===== src/rtl/fp_norm_round.sv =====
// fp_norm_round: iterative normalize, round-to-nearest-even and binary32 pack stage
// with flush-to-zero and an [EXACT, OVERFLOW, UNDERFLOW, INEXACT] status word.
module fp_norm_round #(
  parameter int EXP_W  = 10,
  parameter int MANT_W = 28
) (
  input  logic              clk,
  input  logic              rst_n,
  input  logic              in_valid,
  output logic              in_ready,
  input  logic              in_sign,
  input  logic [EXP_W-1:0]  in_exp,
  input  logic [MANT_W-1:0] in_mant,
  output logic              out_valid,
  input  logic              out_ready,
  output logic [31:0]       data_out,
  output logic [3:0]        status_out
);
  typedef enum logic [2:0] {IDLE, NORM, ROUND, PACK, DONE} state_t;
  localparam logic signed [EXP_W:0] ONE  = 1;
  localparam logic signed [EXP_W:0] EMAX = 255;
  localparam logic signed [EXP_W:0] EMIN = 0;
  state_t                  state_q, state_d;
  logic                    sign_q, sign_d, inx_q, inx_d;
  logic signed [EXP_W:0]   exp_q, exp_d;
  logic [MANT_W-1:0]       mant_q, mant_d;
  logic [31:0]             data_q, data_d;
  logic [3:0]              status_q, status_d;
  logic                    up, zero, ovf, unf;
  logic [MANT_W-4:0]       sum;
  assign in_ready   = state_q == IDLE;
  assign out_valid  = state_q == DONE;
  assign data_out   = data_q;
  assign status_out = status_q;
  assign up   = mant_q[2] & (mant_q[3] | mant_q[1] | mant_q[0]);
  assign sum  = mant_q[MANT_W-1:3] + {{(MANT_W-4){1'b0}}, up};
  assign zero = mant_q == '0;
  assign ovf  = exp_q >= EMAX;
  assign unf  = exp_q <= EMIN;
  always_comb begin
    state_d  = state_q;
    sign_d   = sign_q;
    exp_d    = exp_q;
    mant_d   = mant_q;
    inx_d    = inx_q;
    data_d   = data_q;
    status_d = status_q;
    case (state_q)
      IDLE: if (in_valid) begin
        state_d = NORM;
        sign_d  = in_sign;
        exp_d   = {in_exp[EXP_W-1], in_exp};
        mant_d  = in_mant;
        inx_d   = 1'b0;
      end
      NORM: if (zero) state_d = PACK;
        else if (mant_q[MANT_W-1]) begin
          // right shift keeps the discarded bits alive in the sticky position
          mant_d = {1'b0, mant_q[MANT_W-1:2], mant_q[1] | mant_q[0]};
          exp_d  = exp_q + ONE;
        end else if (!mant_q[MANT_W-2]) begin
          mant_d = mant_q << 1;
          exp_d  = exp_q - ONE;
        end else state_d = ROUND;
      ROUND: begin
        mant_d  = {sum, 3'b000};
        inx_d   = inx_q | (|mant_q[2:0]);
        state_d = sum[MANT_W-4] ? NORM : PACK;
      end
      PACK: begin
        state_d  = DONE;
        data_d   = zero ? {sign_q, 31'b0} : ovf ? {sign_q, 8'hFF, 23'b0} :
                   unf ? {sign_q, 31'b0} : {sign_q, exp_q[7:0], mant_q[25:3]};
        status_d = zero ? 4'b1000 : ovf ? 4'b0101 : unf ? 4'b0011 : inx_q ? 4'b0001 : 4'b1000;
      end
      DONE: if (out_ready) state_d = IDLE;
      default: state_d = IDLE;
    endcase
  end
  always_ff @(posedge clk or negedge rst_n) begin
    if (!rst_n) begin
      state_q  <= IDLE;
      sign_q   <= 1'b0;
      exp_q    <= '0;
      mant_q   <= '0;
      inx_q    <= 1'b0;
      data_q   <= '0;
      status_q <= '0;
    end else begin
      state_q  <= state_d;
      sign_q   <= sign_d;
      exp_q    <= exp_d;
      mant_q   <= mant_d;
      inx_q    <= inx_d;
      data_q   <= data_d;
      status_q <= status_d;
    end
  end
endmodule


===== config.mk =====
export PLATFORM = sky130hd
export DESIGN_NAME = fp_norm_round
export DESIGN_NICKNAME = d
export VERILOG_FILES = /design/src/rtl/fp_norm_round.sv
export SDC_FILE = /design/constraint.sdc
export NUM_CORES = 1
export LEC_CHECK = 0
export ABC_AREA = 1
export CORE_UTILIZATION = 30
export CTS_CLUSTER_DIAMETER = 150
export DETAILED_ROUTE_END_ITERATION = 8
export PLACE_DENSITY = 0.47
export RECOVER_POWER = 100
export SLEW_MARGIN = 15
export SYNTH_ARGS = -nofsm -noshare
export SYNTH_HDL_FRONTEND = slang
export SYNTH_SLANG_ARGS = --single-unit

===== constraint.sdc =====
create_clock -name clk -period 5.4 [get_ports clk]
set_input_delay 1.08 -clock clk [delete_from_list [all_inputs] [get_ports clk]]
set_output_delay 1.08 -clock clk [all_outputs]
set_load 0.02 [all_outputs]

==> flow_summary.yaml, run 1 <==
global_routing:
  grt_usage_pct: 18.99
  grt_max_degree: 60
  grt_pass1_wl_um: 27490
  first_global_vias: 5061
  grt_overflow: 0
  antenna_found_initial: 0
timing:
  final_max_slew_viol_count: 119
  worstMarginPinSlew_ps: 2191
  rsz0062_at_grt: "no"
  relSlewSlack_pct: -46.09
  fmax_ghz: 0.2908
  finalClockSkew_ps: 10.09
  period_minus_slack_ps: 3439
  setup_violations: 0
  hold_viol_final: 0
  setup_tns_ps: 0
  period_share_pct: 63.68
placement:
  dpl.hpwl_um: 12480
  gp_congestion: 0.8167
  placed_area_sq_um: 6445
  numPortBuffers: 80
setup_path:
  r2r-start: "state_q[2]"
  arrival_ps: 3720
  cp_common_cell: "nand2_1"
  cp_slowest_cell: "nor2_1"
  crit_path_max_fanout: 28
  worstReg2RegEnd: "mant_q[24]"
  max_stage_delay_ps: 1500
  path_class: "reg2reg"
  endpoint: "mant_q[24]"
  required_ps: 5690
  rrSetupSlack_ps: 1960
  cp-start-kind: "register"
  reg2reg_depth: 8
  crit_path_end_kind: "register"
  critPathLaunch: "state_q[2]"
  crit_chain: "nor2_1, nand2_1, inv_4, nor2_1, nand2_1, nand3_1, nand2_1, nand2_1"
yosys:
  synth-seq-cells: 80
  syn_nets: 883
  yosysWarnings: 0
  syn_inst: 829
  synth_compound_area_share_pct: 14.59
  synth-simple-area-share_pct: 37.80
  yosysSeqAreaShare_pct: 36.48
  synth_area_per_cell_sq_um: 6.620
  synthMuxAreaShare_pct: 0.1824
  yosysMostFrequentCell: "nand2_1"
  synth_flop_cell: "dfrtp_1"
  ys_async_sr_fraction_pct: 100.0
  synth_fa_ha_area_share_pct: 2.645
  synth_commonest_cells: "nand2_1 (287), nand3_1 (88), nor2_1 (84)"
  yosys.area_share.xor_xnor_pct: 0.3192
  yosys.area.top_type: "dfrtp_1"
  synthTopCellsByArea: "dfrtp_1 (36%), nand2_1 (20%), nand3_1 (8.0%), o21ai_0 (6.9%), nor2_1 (5.7%)"
  synth_top_family_by_area: "simple AND/OR/NAND/NOR gates"
  netlist_area_sq_um: 5488
  synth_top_area_share_pct: 36.48
  synth_edf_count: 0
  synth_cell_types: 38
clocking:
  post_cts_buffers: 0
  cts_tree: "done"
  h-tree-depth: 3
  clkLatencyLatePin_ps: 340
  cts_buffers: 9
  cts_resized: 0
  cts_hold_buffers: 0
  clk_pin_slew_ps: 70
  root_buffer: "clkbuf_16"
  clockBufferDepth: 2
  clock-sinks: 80
die:
  fp.dieH_um: 137.3
  core.rowCount: 49
  start_util_pct: 30.55
  boundaryPins: 81
  die-area_sq_um: 18840
  core_region_area_sq_um: 17960
  die_w_um: 137.3
finish:
  stdcell_area_sq_um: 6686
  synthToLayoutAreaGrowth_pct: 21.84
  n_antenna_cell: 0
  drive_gt1_share_pct: 3.452
  final_util_pct: 37.22
  fin_nets: 947
power_and_ir_drop:
  leakagePower_nw: 3.182
  powerDensity_nw_per_um2: 672.4
  vdd_ir_drop_max_v: 0.0002521
  p_total_mw: 4.496
drt:
  drc: 0
  num_vias: 5435
  wl_per_cell_um: 15.01
  dr.pass1.iters: 5
  viasPerCell: 4.823
  drtIter0Drc: 394
  postRouteAntennaNets: 0
  wirelength_um: 16920
hold_path:
  hp-class: "reg2reg"
  worst_hold_path.num_cells: 2
  hp-start: "data_out[2]"
job:
  max_cap_viol_count: 3
run_status:
  violations: "max-capacitance violations, max-slew violations"
  status: "complete, but fails checks"
==> state kept, by name (all words and copies together), names as in the netlist <==
name,flops
data_out,32
mant_q,28
exp_q,11
status_out,4
state_q,3
inx_q,1
sign_q,1
==> power by group <==
group	switching [mW]	leakage [nW]	internal, mW	total [mW]
Clock	0.261	0.159	0.432	0.693
Sequential	0.354	1.02	0.890	1.24
Combinational	1.67	2.00	0.887	2.56
Total	2.29	3.18	2.21	4.50
==> worst max-delay path, delay by kind of cell (launching register included) <==
kind	cells	cell delay (ps)
simple gates	7	2730
buf+inv	1	210
flops	1	430
==> worst min path at each step <==
stage / end / slack, ps
after floorplan: exp_q[8] / 480
after global placement: data_out[9] / 470
after detailed placement: status_out[0] / 480
after CTS: data_out[6] / 490
after global routing: data_out[7] / 500
final: data_out[2] / 480
==> routing by layer <==
metal,global-route usage [%],wire length (um),vias to the layer above
met5,0,0,-
met1,30.23,9202,2477
met2,26.68,6900,113
li1,-,-,2837
met4,4.212,128,0
met3,2.355,683,8
==> cells by family (layout without fill, tap and decap cells) <==
group,Yosys count,count (layout)
DFF,80,80
buffers and inverters,105,174
AOI/OAI and AO/OA,141,141
muxes,1,1
and+or+nand+nor,489,489
xor gates and xnor gates,2,2
adders and majority gates,11,11
==> cell type report <==
cell class              instances  area, sq um
inverters                      74        280.3
clock buffers                  12        256.5
clock inverters                 4        76.32
multi-input cells             644         2967
repair buffers                 84        818.3
well taps                     229        286.5
fillers                      2006        11280
flip-flops and latches         80         2002
==> per-stage QoR <==
stage | hold slack (ps) | worst slack [ps] | std cells
after CTS | 490.2 | 2429 | 1127
after global placement | 465.5 | 2595 | 1111
final | 478.2 | 1961 | 1127
after floorplan | 478.3 | 3319 | 829
after detailed placement | 475.3 | 2557 | 1111
after global routing | 501.9 | 1545 | 1127
==> cell usage in the layout (no fill, tap or decap), drive strengths merged <==
master	netlist	routed
a21boi	1	1
a21oi	29	29
buf	13	2
bufinv	0	2
clkbuf	18	15
clkdlybuf4s50	0	39
clkinv	1	2
clkinvlp	0	1
dfrtp	80	80
dlygate4sd3	0	40
fa	1	1
ha	10	10
inv	73	73
mux2i	1	1
nand2	291	291
nand3	90	90
nand3b	3	3
nand4	10	10
nor2	87	87
nor3	6	6
o211ai	9	9
o21a	2	2
o21ai	99	99
o22ai	1	1
or2	2	2
xnor2	1	1
xor2	1	1
No activity file was read; power rests on OpenSTA's default activity.
==> inputs of run 2 (changes only) <==
==> constraint.sdc (replaced) <==
create_clock -name clk -period 3.41 [get_ports clk]
set_input_delay 0.682 -clock clk [delete_from_list [all_inputs] [get_ports clk]]
set_output_delay 0.682 -clock clk [all_outputs]
set_load 0.02 [all_outputs]
==> run 2 against run 1 <==
The run still ends with max-capacitance violations, max-slew violations left; final area down 0.41%; die area unchanged; register-to-register slack worse by 1200 ps; global-route usage up 0.28 points; clock skew up 1.1 ps; largest cell class unchanged; largest power group unchanged.
==> flow_summary.yaml, run 2 (synthesis results as in run 1) <==
run_status:
  status: "complete, but fails checks"
  violations: "max-capacitance violations, max-slew violations"
drt:
  drtIter0Drc: 412
  postRouteAntennaNets: 0
  drc: 0
  wirelength_um: 17030
  wl_per_cell_um: 15.11
  dr.pass1.iters: 5
  num_vias: 5465
  viasPerCell: 4.849
die:
  core.rowCount: 49
  die_w_um: 137.3
  core_region_area_sq_um: 17960
  start_util_pct: 30.55
  die-area_sq_um: 18840
  boundaryPins: 81
  fp.dieH_um: 137.3
power_and_ir_drop:
  leakagePower_nw: 3.170
  powerDensity_nw_per_um2: 1054
  vdd_ir_drop_max_v: 0.0004437
global_routing:
  antenna_found_initial: 0
  grt_pass1_wl_um: 27820
  grt_max_degree: 81
  first_global_vias: 5021
  grt_overflow: 0
  grt_usage_pct: 19.27
clocking:
  cts_tree: "done"
  clockBufferDepth: 2
  clkLatencyLatePin_ps: 350
  h-tree-depth: 3
  post_cts_buffers: 0
  root_buffer: "clkbuf_16"
  clock-sinks: 80
  clk_pin_slew_ps: 60
  cts_resized: 0
  cts_buffers: 9
  cts_hold_buffers: 0
timing:
  rsz0062_at_grt: "no"
  finalClockSkew_ps: 11.16
  worstMarginPinSlew_ps: 2094
  period_minus_slack_ps: 2607
  hold_viol_final: 0
  setup_tns_ps: 0
  period_share_pct: 76.44
  fmax_ghz: 0.3837
  layout_setup_ws_ps: 803.5
  final_max_slew_viol_count: 81
  setup_violations: 0
  relSlewSlack_pct: -39.60
placement:
  dpl.hpwl_um: 12550
  place_inst: 1111
  place_ws_ps: 959.8
  gp_congestion: 0.8093
  numPortBuffers: 80
setup_path:
  crit_path_max_fanout: 16
  required_ps: 3660
  crit_path_end_kind: "register"
  arrival_ps: 2850
  cp-start-kind: "register"
  path_class: "reg2reg"
finish:
  n_antenna_cell: 0
  final_cells: 1127
  mostFrequentLayoutCells: "nand2_1 (290), o21ai_0 (94), nand3_1 (89)"
  fin_nets: 947
  drive_gt1_share_pct: 3.786
  synthToLayoutAreaGrowth_pct: 21.34
  multiInputGateArea_sq_um: 2970
  final_common_cell: "nand2_1"
  final_util_pct: 37.07
  largest_register_ffs: 32
  seqCellArea_sq_um: 2002
  fill_cells: 2012
hold_path:
  hp-class: "reg2reg"
job:
  max_cap_viol_count: 1
run 2: cell count changes in the layout (fill, tap and decap cells not counted), moves of 2 or more:
| cell | previous run | this run |
|---|---|---|
| o21ai_2 | 1 | 5 |
| o21ai_0 | 97 | 94 |
| clkbuf_1 | 3 | 1 |
| clkbuf_8 | 2 | 0 |
| clkdlybuf4s50_1 | 39 | 41 |
| dlygate4sd3_1 | 40 | 38 |
| inv_2 | 2 | 0 |
| inv_6 | 0 | 2 |
| nor2_4 | 0 | 2 |
run 2: per-layer routing:
layer  wire length [um]  share of wire, %  track usage [%]
met1               9159                54            30.86
met2               6933                41            26.57
met3                716               4.2            1.987
met4                218               1.3            5.556
met5                  0                 0                0
run 2: metrics by stage:
stage / cell area (sq um) / hold slack [ps] / power, mW
floorplan: 5488 / 386.4 / 5.035
global placement: 6445 / 464.8 / 6.297
detailed placement: 6445 / 470.8 / 6.306
CTS: 6741 / 488.2 / 7.330
global route: 6659 / 497.2 / 7.781
finish: 6659 / 472.7 / 7.019
run 2: power by group:
group	switching, mW	leakage, nW	internal (mW)
sequential	0.558	1.02	1.41
combinational	2.64	2.01	1.41
clock	0.427	0.139	0.572
run 2: cell type report:
class | instances | area share [%]
clock buffers | 10 | 3.439
clock inverters | 6 | 1.015
inverters | 74 | 4.209
multi-input cells | 644 | 44.61
flip-flops and latches | 80 | 30.06
well taps | 229 | 4.303
repair buffers | 84 | 12.36
run 2: path summary, 6_finish.rpt:
check                              start            end  slack (ps)  cells after the start
max                           mant_q[27]       exp_q[5]         800                      9
min                        status_out[2]  status_out[2]         470                      2
max reg2reg                   mant_q[27]       exp_q[5]         800                      9
min reg2reg                status_out[2]  status_out[2]         470                      2
max in group asynchronous          rst_n      mant_q[1]        1230                      1
min in group asynchronous          rst_n   data_out[14]         930                      1
run 2: worst max-delay path: stages (launching register included):
cell     delay, ps
dfrtp_1        440
inv_1          460
nand2_2        110
nor2_1         180
nand2_1         70
nor2_1         190
nand3_2        170
nand2_1        380
inv_1          260
o21ai_0        250
==> inputs of run 3 (changes only) <==
--- a/config.mk
+++ b/config.mk
@@ -9,7 +9,7 @@
 export CORE_UTILIZATION = 30
 export CTS_CLUSTER_DIAMETER = 150
 export DETAILED_ROUTE_END_ITERATION = 8
-export PLACE_DENSITY = 0.47
+export PLACE_DENSITY = 0.49
 export RECOVER_POWER = 100
 export SLEW_MARGIN = 15
 export SYNTH_ARGS = -nofsm -noshare
==> constraint.sdc (replaced) <==
create_clock -name clk -period 2.1 [get_ports clk]
set_input_delay 0.42 -clock clk [delete_from_list [all_inputs] [get_ports clk]]
set_output_delay 0.42 -clock clk [all_outputs]
set_load 0.02 [all_outputs]
==> run 3 against run 2 <==
The flow now finishes without violations; combinational power grew 89%; power increased by 73%; clock power increased by 50%; final area increased by 5.9%; largest cell class unchanged; first-iteration DRC count is 19% lower; die area unchanged; sequential power up 50%; largest power group unchanged; via count rose by 3.9%; utilization increased by 2.2 points; sequential cell count stayed put; count of clock-buffer cells in the layout down 1; highest routed layer unchanged; clock skew is 1.4 ps higher.
==> flow_summary.yaml, run 3 (synthesis results as in run 1) <==
die:
  core.rowCount: 49
  core_region_area_sq_um: 17960
  start_util_pct: 30.55
  die_w_um: 137.3
  fp.dieH_um: 137.3
  boundaryPins: 81
  die-area_sq_um: 18840
timing:
  fmax_ghz: 0.4980
  setup_tns_ps: 0
  hold-worst-slack_ps: 476.9
  rsz0062_at_grt: "no"
  period_share_pct: 95.62
  finalClockSkew_ps: 12.60
  final_max_slew_viol_count: 0
  hold_viol_final: 0
  relSlewSlack_pct: 52.19
  period_minus_slack_ps: 2008
  setup_violations: 0
  worstMarginPinSlew_ps: 715.4
clocking:
  clockBufferDepth: 2
  h-tree-depth: 3
  cts_tree: "done"
  root_buffer: "clkbuf_16"
  clk_pin_slew_ps: 60
  cts_buffers: 9
  clock-sinks: 80
  clkLatencyLatePin_ps: 350
drt:
  wirelength_um: 17510
  drc: 0
  dr.pass1.iters: 4
  drtIter0Drc: 332
  postRouteAntennaNets: 0
  wl_per_cell_um: 14.86
  viasPerCell: 4.819
  num_vias: 5677
global_routing:
  grt_pass1_wl_um: 27740
  antenna_found_initial: 0
  grt_usage_pct: 19.38
  grt_overflow: 0
  first_global_vias: 5146
  grt_max_degree: 60
setup_path:
  crit_path_end_kind: "register"
  cp_common_cell: "nand2_1"
  path_class: "reg2reg"
  crit_path_max_fanout: 11
  arrival_ps: 2250
  cp.buffers_inverters: 2
  cp_slowest_cell: "dfrtp_2"
  max_stage_delay_ps: 450
  cp-start-kind: "register"
  path_delay_family: "simple AND/OR/NAND/NOR gates"
  crit_chain: "inv_4, nand2_1, nor2_1, nand2_1, nor2_2, nand3_2, nand2_2, nor2_2, buf_6, nand2_1, nand2_1"
  r2r-start: "mant_q[27]"
  critPathLaunch: "mant_q[27]"
  required_ps: 2340
job:
  max_cap_viol_count: 0
power_and_ir_drop:
  comb_power_share_pct: 63.2
  p_sw_mw: 6.172
  clockPowerShare_pct: 12.4
  swShare_pct: 50.96
  vdd_ir_drop_max_v: 0.0006404
  p_int_mw: 5.939
  seqPwrFrac_pct: 24.5
  leakagePower_nw: 3.422
  powerDensity_nw_per_um2: 1717
  p_total_mw: 12.11
finish:
  drive_gt1_share_pct: 10.22
  stdcell_area_sq_um: 7054
  largest_register_ffs: 32
  mostFrequentLayoutCells: "nand2_1 (288), nand3_1 (88), o21ai_0 (86)"
  final_common_cell: "nand2_1"
  synthToLayoutAreaGrowth_pct: 28.55
  final_cells: 1178
  n_antenna_cell: 0
  fin_nets: 998
placement:
  placed_area_sq_um: 6810
  gp_congestion: 0.8592
  numPortBuffers: 80
  place_inst: 1158
  dpl.hpwl_um: 13200
run_status:
  status: "finished, final reports clean"
hold_path:
  hp-start: "data_out[8]"
  hp-class: "reg2reg"
## run 3: cell types whose count changed in the layout (fill, tap and decap cells not counted), moves of 2 or more
cell,before,now
o21ai_1,0,5
buf_4,3,46
o21ai_2,5,8
nor2_2,0,2
nand2_1,290,288
dlygate4sd2_1,0,2
clkinv_2,1,3
nand2_2,1,3
clkbuf_2,2,6
o21ai_0,94,86
## run 3: per-layer routing
layer  GRT usage, %  vias up  routed length (um)
li1               -     2932                   -
met1          31.24     2621                9508
met2          26.35      113                7077
met3          2.024       11                 713
met4          5.861        0                 204
met5              0        -                   0
## run 3: layout make-up
type                       count  area, sq um
fill                        1962        10910
tap                          229        286.5
clock inverter                 7        47.55
clock buffer                   9        225.2
inverter                      74        282.8
timing repair buffer         134         1192
sequential                    80         2003
multi-input combinational    645         3017
## run 3: metrics by stage
stage	setup slack (ps)	utilization, %
floorplan	322.2	-
global placement	28.31	37.91
global route	16.30	39.27
CTS	85.22	39.47
detailed placement	-18.16	37.91
finish	91.94	39.27
## run 3: power by group through the flow
stage,Combinational [mW],Clock [mW],Sequential [mW]
detailed placement,7.81,0,2.99
global route,8.70,1.59,3.07
finish,7.65,1.50,2.96
CTS,7.84,1.54,2.97
floorplan,4.96,0,3.21
global placement,7.77,0,2.99
## run 3: path summary, 6_finish.rpt
path | depth (start not counted) | to | slack (ps)
worst min-delay path | 2 | data_out[8] | 480
max in group asynchronous | 3 | mant_q[27] | 410
worst max register to register | 11 | mant_q[20] | 90
worst min register to register | 2 | data_out[8] | 480
min in group asynchronous | 2 | mant_q[22] | 630
worst max-delay path | 11 | mant_q[20] | 90
## run 3: timing repair
action	CTS	global route
setup buffers	0	2
gates cloned	0	1
hold endpoints to repair	23	0
pin swaps	0	3
setup endpoints to repair	2	30
hold buffers	1	0
resized for setup	2	3
## run 3: worst min-delay path, cell delays in order, from the launching register on
cell and delay (ps):
dfrtp_1 330, nand2_1 50, o21ai_0 60
